$ cat config.mk
export PLATFORM = sky130hd
export DESIGN_NAME = atomrvcore_lsu
export DESIGN_NICKNAME = d
export VERILOG_FILES = /design/src/rtl/atomrvcore_lsu_pkg.sv /design/src/rtl/atomrvcore_lsu_align.sv /design/src/rtl/atomrvcore_lsu.sv
export SDC_FILE = /design/constraint.sdc
export NUM_CORES = 1
export LEC_CHECK = 0
export ABC_AREA = 0
export BUFFER_PORTS_ARGS = -buffer_cell sky130_fd_sc_hd__buf_2
export CORE_ASPECT_RATIO = 2
export CORE_MARGIN = 2
export CORE_UTILIZATION = 43
export CTS_CLUSTER_SIZE = 40
export DETAILED_ROUTE_END_ITERATION = 7
export PLACE_DENSITY = 0.74
export REMOVE_ABC_BUFFERS = 1
export SLEW_MARGIN = 20
export SYNTH_ARGS = -nofsm -noshare
export SYNTH_HDL_FRONTEND = slang
export SYNTH_HIERARCHICAL = 1
export SYNTH_SLANG_ARGS = --single-unit
$ cat constraint.sdc
create_clock -name clk_i -period 1.65 [get_ports clk_i]
set_input_delay 0.2475 -clock clk_i [delete_from_list [all_inputs] [get_ports clk_i]]
set_output_delay 0.2475 -clock clk_i [all_outputs]
set_load 0.005 [all_outputs]
$ cat src/rtl/atomrvcore_lsu_pkg.sv
// Shared constants and types for the load/store unit.
package atomrvcore_lsu_pkg;

    // RV32I load/store funct3 encodings
    localparam logic [2:0] F3_B  = 3'b000;
    localparam logic [2:0] F3_H  = 3'b001;
    localparam logic [2:0] F3_W  = 3'b010;
    localparam logic [2:0] F3_BU = 3'b100;
    localparam logic [2:0] F3_HU = 3'b101;

    // Width of the byte offset inside a 32-bit word
    localparam int OFFSET_W = 2;

    typedef enum logic [1:0] {
        IDLE      = 2'd0,
        LOAD_WAIT = 2'd1,
        RMW_MERGE = 2'd2
    } lsu_state_e;

endpackage

$ cat src/rtl/atomrvcore_lsu_align.sv
// Lane alignment: extracts/extends load data and merges sub-word store data
// into a full DCCM word. Purely combinational.
module atomrvcore_lsu_align
    import atomrvcore_lsu_pkg::*;
#(
    parameter int DATAWIDTH = 32
) (
    input  logic [2:0]           funct3_i,
    input  logic [OFFSET_W-1:0]  offset_i,
    input  logic [DATAWIDTH-1:0] word_i,
    input  logic [DATAWIDTH-1:0] store_data_i,
    output logic [DATAWIDTH-1:0] load_data_o,
    output logic [DATAWIDTH-1:0] merged_o
);

    logic [DATAWIDTH-1:0] w_lane;
    logic [DATAWIDTH-1:0] w_mask;
    logic [DATAWIDTH-1:0] w_ins;
    logic [4:0]           w_shamt;

    assign w_shamt = {offset_i, 3'b000};
    assign w_lane  = word_i >> w_shamt;

    // Load extract and sign/zero extension of the addressed lane
    always_comb begin
        load_data_o = word_i;
        case (funct3_i)
            F3_B:    load_data_o = {{(DATAWIDTH-8){w_lane[7]}}, w_lane[7:0]};
            F3_H:    load_data_o = {{(DATAWIDTH-16){w_lane[15]}}, w_lane[15:0]};
            F3_BU:   load_data_o = {{(DATAWIDTH-8){1'b0}}, w_lane[7:0]};
            F3_HU:   load_data_o = {{(DATAWIDTH-16){1'b0}}, w_lane[15:0]};
            default: load_data_o = word_i;
        endcase
    end

    // Store merge: replace the byte/halfword lane at the offset, keep the rest
    always_comb begin
        w_mask = '0;
        w_ins  = '0;
        if (funct3_i[1:0] == 2'b00) begin
            w_mask = {{(DATAWIDTH-8){1'b0}}, 8'hFF} << w_shamt;
            w_ins  = {{(DATAWIDTH-8){1'b0}}, store_data_i[7:0]} << w_shamt;
        end else begin
            w_mask = {{(DATAWIDTH-16){1'b0}}, 16'hFFFF} << w_shamt;
            w_ins  = {{(DATAWIDTH-16){1'b0}}, store_data_i[15:0]} << w_shamt;
        end
        merged_o = (word_i & ~w_mask) | (w_ins & w_mask);
    end

endmodule

$ cat src/rtl/atomrvcore_lsu.sv
// Memory-stage load/store unit driving a word-only DCCM port. Sub-word stores
// become read-modify-write; loads take one wait cycle for DCCM read data.
// Handshake: a request transfers on a cycle where req_valid_i && ready_o; while
// ready_o is low the upstream stage holds its request and it is ignored here.
module atomrvcore_lsu
    import atomrvcore_lsu_pkg::*;
#(
    parameter int DATAWIDTH        = 32,
    parameter int REG_ADRESS_WIDTH = 5
) (
    input  logic                        clk_i,
    input  logic                        rst_i,
    input  logic                        req_valid_i,
    input  logic                        mem_rd_i,
    input  logic                        mem_wr_i,
    input  logic [2:0]                  funct3_i,
    input  logic [DATAWIDTH-1:0]        addr_i,
    input  logic [DATAWIDTH-1:0]        store_data_i,
    input  logic [REG_ADRESS_WIDTH-1:0] rd_i,
    input  logic                        rwr_en_i,
    input  logic [DATAWIDTH-1:0]        result_i,
    output logic                        ready_o,
    output logic [DATAWIDTH-1:0]        dccm_addr_o,
    output logic                        dccm_rd_en_o,
    output logic                        dccm_wr_en_o,
    output logic [DATAWIDTH-1:0]        dccm_wdata_o,
    input  logic [DATAWIDTH-1:0]        dccm_rdata_i,
    output logic                        wb_en_o,
    output logic [REG_ADRESS_WIDTH-1:0] wb_rd_o,
    output logic [DATAWIDTH-1:0]        wb_data_o,
    output logic                        err_o
);

    lsu_state_e r_state;
    lsu_state_e w_next_state;

    logic [REG_ADRESS_WIDTH-1:0] r_rd;
    logic [2:0]                  r_funct3;
    logic [OFFSET_W-1:0]         r_off;
    logic [DATAWIDTH-1:0]        r_addr_word;
    logic [DATAWIDTH-1:0]        r_store_data;
    logic                        r_wb_en;
    logic [REG_ADRESS_WIDTH-1:0] r_wb_rd;
    logic [DATAWIDTH-1:0]        r_wb_data;
    logic                        r_err;

    logic                 w_ready;
    logic                 w_accept;
    logic                 w_is_mem;
    logic                 w_illegal;
    logic                 w_misaligned;
    logic                 w_bad;
    logic [DATAWIDTH-1:0] w_addr_word;
    logic [DATAWIDTH-1:0] w_load_data;
    logic [DATAWIDTH-1:0] w_merged;

    assign w_ready     = (r_state == IDLE) && !rst_i;
    assign w_accept    = req_valid_i && w_ready;
    assign w_is_mem    = mem_rd_i || mem_wr_i;
    assign w_addr_word = {addr_i[DATAWIDTH-1:2], 2'b00};

    // Illegal: both directions, reserved funct3, or unsigned-size store
    assign w_illegal = (mem_rd_i && mem_wr_i)
                    || (funct3_i == 3'b011) || (funct3_i == 3'b110) || (funct3_i == 3'b111)
                    || (mem_wr_i && funct3_i[2]);
    assign w_misaligned = ((funct3_i[1:0] == 2'b01) && addr_i[0])
                       || ((funct3_i[1:0] == 2'b10) && (addr_i[1:0] != 2'b00));
    assign w_bad = w_is_mem && (w_illegal || w_misaligned);

    assign ready_o   = w_ready;
    assign wb_en_o   = r_wb_en;
    assign wb_rd_o   = r_wb_rd;
    assign wb_data_o = r_wb_data;
    assign err_o     = r_err;

    // Only the wait states consume the aligner, so it always sees registered request copies
    atomrvcore_lsu_align #(.DATAWIDTH(DATAWIDTH)) u_align (
        .funct3_i     (r_funct3),
        .offset_i     (r_off),
        .word_i       (dccm_rdata_i),
        .store_data_i (r_store_data),
        .load_data_o  (w_load_data),
        .merged_o     (w_merged)
    );

    // Next-state and DCCM port drive; reset forces the port quiet
    always_comb begin
        w_next_state = r_state;
        dccm_addr_o  = '0;
        dccm_rd_en_o = 1'b0;
        dccm_wr_en_o = 1'b0;
        dccm_wdata_o = '0;
        case (r_state)
            IDLE: begin
                if (w_accept && w_is_mem && !w_bad) begin
                    dccm_addr_o = w_addr_word;
                    if (mem_rd_i) begin
                        dccm_rd_en_o = 1'b1;
                        w_next_state = LOAD_WAIT;
                    end else if (funct3_i == F3_W) begin
                        dccm_wr_en_o = 1'b1;
                        dccm_wdata_o = store_data_i;
                    end else begin
                        dccm_rd_en_o = 1'b1;
                        w_next_state = RMW_MERGE;
                    end
                end
            end
            LOAD_WAIT: begin
                dccm_addr_o  = r_addr_word;
                w_next_state = IDLE;
            end
            RMW_MERGE: begin
                dccm_addr_o  = r_addr_word;
                dccm_wr_en_o = 1'b1;
                dccm_wdata_o = w_merged;
                w_next_state = IDLE;
            end
            default: w_next_state = IDLE;
        endcase
        if (rst_i) begin
            dccm_addr_o  = '0;
            dccm_rd_en_o = 1'b0;
            dccm_wr_en_o = 1'b0;
            dccm_wdata_o = '0;
        end
    end

    // State register, request capture and writeback/error pulses
    always_ff @(posedge clk_i) begin
        if (rst_i) begin
            r_state      <= IDLE;
            r_rd         <= '0;
            r_funct3     <= '0;
            r_off        <= '0;
            r_addr_word  <= '0;
            r_store_data <= '0;
            r_wb_en      <= 1'b0;
            r_wb_rd      <= '0;
            r_wb_data    <= '0;
            r_err        <= 1'b0;
        end else begin
            r_state <= w_next_state;
            r_wb_en <= 1'b0;
            r_err   <= 1'b0;
            if (w_accept) begin
                r_rd         <= rd_i;
                r_funct3     <= funct3_i;
                r_off        <= addr_i[OFFSET_W-1:0];
                r_addr_word  <= w_addr_word;
                r_store_data <= store_data_i;
                if (w_bad) begin
                    r_err <= 1'b1;
                end else if (!w_is_mem) begin
                    r_wb_en   <= rwr_en_i;
                    r_wb_rd   <= rd_i;
                    r_wb_data <= result_i;
                end
            end
            if (r_state == LOAD_WAIT) begin
                r_wb_en   <= 1'b1;
                r_wb_rd   <= r_rd;
                r_wb_data <= w_load_data;
            end
        end
    end

endmodule
=== Word-level counts from Yosys, hierarchy flattened ===
Cells that the tools add are included.

* Output and inout port bits: 106
* Word-level logic and storage cells: 99
* Register bits: 97
* Input bits: 142

* Bitwise gates (word level): 6
* Reduce and logical (&&, ||, !) cells: 28
* Mux-type cells: 36
* Equality and inequality tests: 14
* Shift-type cells: 5

{| class="wikitable"
|+ Operators with widths
! operator !! number
|-
| $mux 32 || 12
|-
| $pmux 32 s2 || 2
|-
| $pmux 32 s4 || 1
|-
| $and 32x32->32 || 2
|-
| $not 32->32 || 1
|-
| $or 32x32->32 || 1
|-
| $shl 16x5->32 || 1
|-
| $shl 16x5->32 const A || 1
|-
| $shl 8x5->32 || 1
|-
| $shl 8x5->32 const A || 1
|-
| $shr 32x5->16 || 1
|-
| $mux 5 || 4
|-
| $mux 1 || 14
|-
| $eq 3x3->1 const B || 4
|-
| $logic_and 1x1->1 || 9
|-
| $logic_or 1x1->1 || 7
|-
| $eq 3x2->1 const B || 2
|-
| $reduce_or 2->1 || 3
|-
| $eq 2x1->1 const B || 2
|-
| $eq 2x2->1 const B || 2
|-
| $logic_not 2->1 || 2
|-
| $mux 2 || 2
|-
| $ne 2x1->1 const B || 2
|-
| $reduce_bool 2->1 || 2
|-
| 8 further kinds || 10
|}

=== Depth between registers and ports, before layout ===
* Depth in word-level cells: 12
* Gate-level depth with buffers: 9
* Mapped depth without buffers: 6

=== Cells and area by module ===
Netlist, hierarchy kept.

{| class="wikitable"
|+ Modules (own cells, without submodules)
! module !! seq. area each (µm²) !! cells an instance !! area an instance (µm²) !! times used
|-
| atomrvcore_lsu || 2262.2 || 597 || 5235.0 || 1
|-
| atomrvcore_lsu_align || 0.0 || 226 || 1488.9 || 1
|}

=== Least setup slack after synthesis ===
Ideal clock, no wire load.

* Path type: reg-to-output
* Start point: register r_state[0]
* End point: output port dccm_wdata_o[10]
* Path slack: -187 ps
* Path buffers: 1
* Stages on the path, launching flop included: 8
* Required time: 1402 ps
* Data arrival time: 1590 ps
* Cells stage by stage: dfxtp_1 > inv_1 > ha_1 > and3b_2 > o21ai_2 > nor4_4 > buf_6 > a22o_1

* Cells in the longest elaborated chain, start to end: 8
* Elaborated cells on any way between the ends: 9
* Those cells by class: eq/ne (1); mux (3); reduce/logical (5)

{| class="wikitable"
|+ RTL lines
! element !! line !! RTL
|-
| start, declared || atomrvcore_lsu.sv:34 || <nowiki>lsu_state_e r_state;</nowiki>
|-
| start signal, assigned || atomrvcore_lsu.sv:143 || <nowiki>r_state <= w_next_state;</nowiki>
|-
| $logic_not 2->1 || atomrvcore_lsu.sv:57, atomrvcore_lsu.sv:93 ||
|-
| $logic_and 1x1->1 || atomrvcore_lsu.sv:57 || <nowiki>assign w_ready = (r_state == IDLE) && !rst_i;</nowiki>
|-
| $logic_and 1x1->1 || atomrvcore_lsu.sv:58 || <nowiki>assign w_accept = req_valid_i && w_ready;</nowiki>
|-
| $logic_and 1x1->1 (2 in a row) || atomrvcore_lsu.sv:95 || <nowiki>if (w_accept && w_is_mem && !w_bad) begin</nowiki>
|-
| $mux 32 || atomrvcore_lsu.sv:95 ||
|-
| $pmux 32 s2 * || atomrvcore_lsu.sv:93 || <nowiki>case (r_state)</nowiki>
|-
| $mux 32 * || atomrvcore_lsu.sv:121 || <nowiki>if (rst_i) begin</nowiki>
|-
| end, declared || atomrvcore_lsu.sv:26 || <nowiki>output logic [DATAWIDTH-1:0] dccm_wdata_o,</nowiki>
|}

Mark *: on every way between the ends. The rest lies on a longest branch, timed or not.

=== Worst setup path in the final report ===
* Start point: register r_off[0]
* End point: output port dccm_wdata_o[13]

* Cells in the longest elaborated chain, start to end: 7
* Elaborated cells on any way between the ends: 12
* Those cells by class: shift (4); mux (4); bitwise (4)

{| class="wikitable"
|+ RTL lines
! element !! line !! RTL
|-
| start, declared || atomrvcore_lsu.sv:39 || <nowiki>logic [OFFSET_W-1:0] r_off;</nowiki>
|-
| start signal, assigned || atomrvcore_lsu.sv:149 || <nowiki>r_off <= addr_i[OFFSET_W-1:0];</nowiki>
|-
| $shl 16x5->32 or $shl 8x5->32 (tied branches) || atomrvcore_lsu_align.sv:44, atomrvcore_lsu_align.sv:41 ||
|-
| $mux 32 || atomrvcore_lsu_align.sv:40 || <nowiki>if (funct3_i[1:0] == 2'b00) begin</nowiki>
|-
| $not 32->32 || atomrvcore_lsu_align.sv:47 || <nowiki>merged_o = (word_i & ~w_mask) | (w_ins & w_mask);</nowiki>
|-
| $and 32x32->32 || atomrvcore_lsu_align.sv:47 ||
|-
| $or 32x32->32 * || atomrvcore_lsu_align.sv:47 ||
|-
| named net w_merged[13] || atomrvcore_lsu.sv:55 || <nowiki>logic [DATAWIDTH-1:0] w_merged;</nowiki>
|-
| $pmux 32 s2 * || atomrvcore_lsu.sv:93 ||
|-
| $mux 32 * || atomrvcore_lsu.sv:121 ||
|}

The timed path passes the listed nets; every way through them passes the cells marked *.

==> impl_metrics.toml <==
[outcome]
status = "finished, violations left"
violations = "negative setup slack"

[timing]
rsz0062_at_grt = "yes"
clock_skew_ns = 0.01093
fin_crit_ns = 2.319
fmax_mhz = 431.3
final_hold_viol_count = 0
slew_headroom = 0.6663
finalCritPeriodShare = 1.405
finalWorstSetupSlack_ns = -0.6685
slew_viol_final = 0
fin_hold_ws_ns = 0.1041
worstMarginPinSlew_ns = 0.4964
final.setup.tns_ns = -46.82
setup_viol = 103

[setup_path]
crit_end = "dccm_wdata_o[13]"
critPathMaxFanout = 5
r2r-end = "wb_data_o[17]$_SDFFE_PP0P_"
end_kind = "output pin"
slowest_stage = "o31ai_1"
startpoint_type = "flop"
slowest_delay_ns = 0.47
reg2reg_from = "r_off[0]$_SDFFE_PP0P_"
crit_type = "reg -> out"
path_delay_family = "compound AO/OA/AOI/OAI gates"
r2r_slack_ns = -0.48
crit_buf_inv = 3
crit_required_ns = 1.40
path_cells = "buf_16 > buf_4 > o31ai_1 > a22oi_1 > a22o_1 > buf_2"
r2r_cells = 11
arrival_ns = 2.07
cp.depth = 6
critPathLaunch = "r_off[0]$_SDFFE_PP0P_"

[clock_tree]
cts_sinks = 97
clock_latency_ns = 0.35
ctsLongestPathBuffers = 2
postCtsHoldBufs = 0
cts_buffers = 9
clk_pin_slew_ns = 0.08
cts_tree = "done"
htree_levels = 3
cts_root_buf = "clkbuf_16"

[die]
dieArea_mm2 = 0.01535
die_w_um = 88.61
chipHeight_um = 173.2
fp-row-count = 61
io_pins = 248
start_util = 0.4407
core_mm2 = 0.01397

[routing]
wire_per_inst_um = 19.54
num_vias = 7061
vias_per_cell = 5.635
drc = 0
finalWirelength_um = 24480
firstDrtPassIters = 5
ant_nets = 0
drt-initial-drc-count = 420

[placement]
place_congestion = 0.8979
io_buffers = 245
place_area_mm2 = 0.007965
place_inst = 1194
dp_hpwl_um = 15330

[global_routing]
gr-usage-all-layers = 0.2784
grt_max_degree = 115
gr-total-overflow = 0
grt_pass1_wl_um = 33490
grt_pass1_vias = 6595
grt_antenna_before_repair = 3

[synth]
synth_cells = 757
syn_avg_cell_area_um2 = 8.132
yosysWarnings = 6
synth.cell_area_mm2 = 0.006156

[cells_and_area]
final_area_mm2 = 0.009283
fin_nets = 1202
layoutNonFillerInstCount = 1253
area_growth_pct = 50.79
drive_gt1_frac = 0.4566

[power_and_ir_drop]
ir_drop_uv = 581.9
leakage_nw = 4.137
power_mw = 6.866
powerDensity_mw_per_mm2 = 739.6

[flow_run]
drv_cap = 0

[worst_hold_path]
hold_class = "in -> reg"
[routing by layer]
layer  wire (um)  track usage  vias to the layer above
met5           0            0                        -
met4        1337       0.1395                        0
met3        1378      0.04286                       84
met2       13150       0.5038                      331
met1        8617       0.3006                     3337
li1            -            -                     3309
[where the power goes]
part	switching [mW]	internal [mW]	total [mW]
clock network	1.01	1.03	2.03
logic	1.10	1.10	2.19
registers	0.119	2.52	2.64
[sequential cells by signal (all words and copies together), names as in the netlist]
| signal | count |
|---|---|
| wb_en_o | 1 |
| r_rd | 5 |
| r_state | 2 |
| r_addr_word | 30 |
| r_off | 2 |
| wb_rd_o | 5 |
| err_o | 1 |
| r_funct3 | 3 |
| wb_data_o | 32 |
| r_store_data | 16 |
[worst min-delay path by stage]
stage	start	end	slack, ns	depth (start not counted)
global placement	addr_i[29]	r_addr_word[29]$_SDFFE_PP0P_	0.45	3
global route	addr_i[14]	r_addr_word[14]$_SDFFE_PP0P_	0.11	3
CTS	addr_i[19]	r_addr_word[19]$_SDFFE_PP0P_	0.09	3
detailed placement	addr_i[19]	r_addr_word[19]$_SDFFE_PP0P_	0.46	3
floorplan	rst_i	wb_data_o[0]$_SDFFE_PP0P_	0.32	1
finish	addr_i[5]	r_addr_word[5]$_SDFFE_PP0P_	0.10	3
[worst reg2reg max path: cells and delay by family, from the launching register on]
family	cells	cell delay (ns)
AO/OA/AOI/OAI	3	0.35
buffers and inverters	6	0.78
multiplexers	1	0.13
AND/OR/NAND/NOR	1	0.26
flip-flops	1	0.46
[cells in the final DEF (no fill, tap or decap), types with 5 or more instances in the layout]
cell type and n:
buf_12 13, mux2i_1 52, nand2b_1 64, and3_4 7, inv_1 17, buf_6 25
clkbuf_16 17, nand2_1 91, buf_16 6, a21oi_1 9, mux2_2 22, nor2_1 49
o21ai_1 10, o21ai_2 19, o31ai_1 7, a211oi_1 33, o221ai_1 6, o21ai_0 59
a22o_1 62, dfxtp_1 92, buf_2 244, a22oi_2 5, buf_4 61, a22oi_1 10
[stage by stage]
stage,util,setup slack [ns]
6_report,0.6646,-0.6685
4_1_cts,0.6203,-0.6972
3_5_place_dp,0.5703,-0.3648
2_1_floorplan,-,-2.068
5_1_grt,0.6646,-0.7216
3_3_place_gp,0.5703,-0.3251
[what timing repair did]
action	CTS	global route
pin swaps	24	51
setup endpoints to repair	105	111
setup buffers	14	16
cloned	5	11
gates resized for setup	66	71
[final cells by class]
class	count	area, um2
Sequential cell	97	1951
Clock buffer	9	225.2
Multi-Input combinational cell	566	4091
Timing Repair Buffer	361	2646
Inverter	21	78.83
Clock inverter	6	43.79
Fill cell	1145	4684
Antenna cell	4	10.01
Tap cell	189	236.5
(Power assumes the default switching activity.)
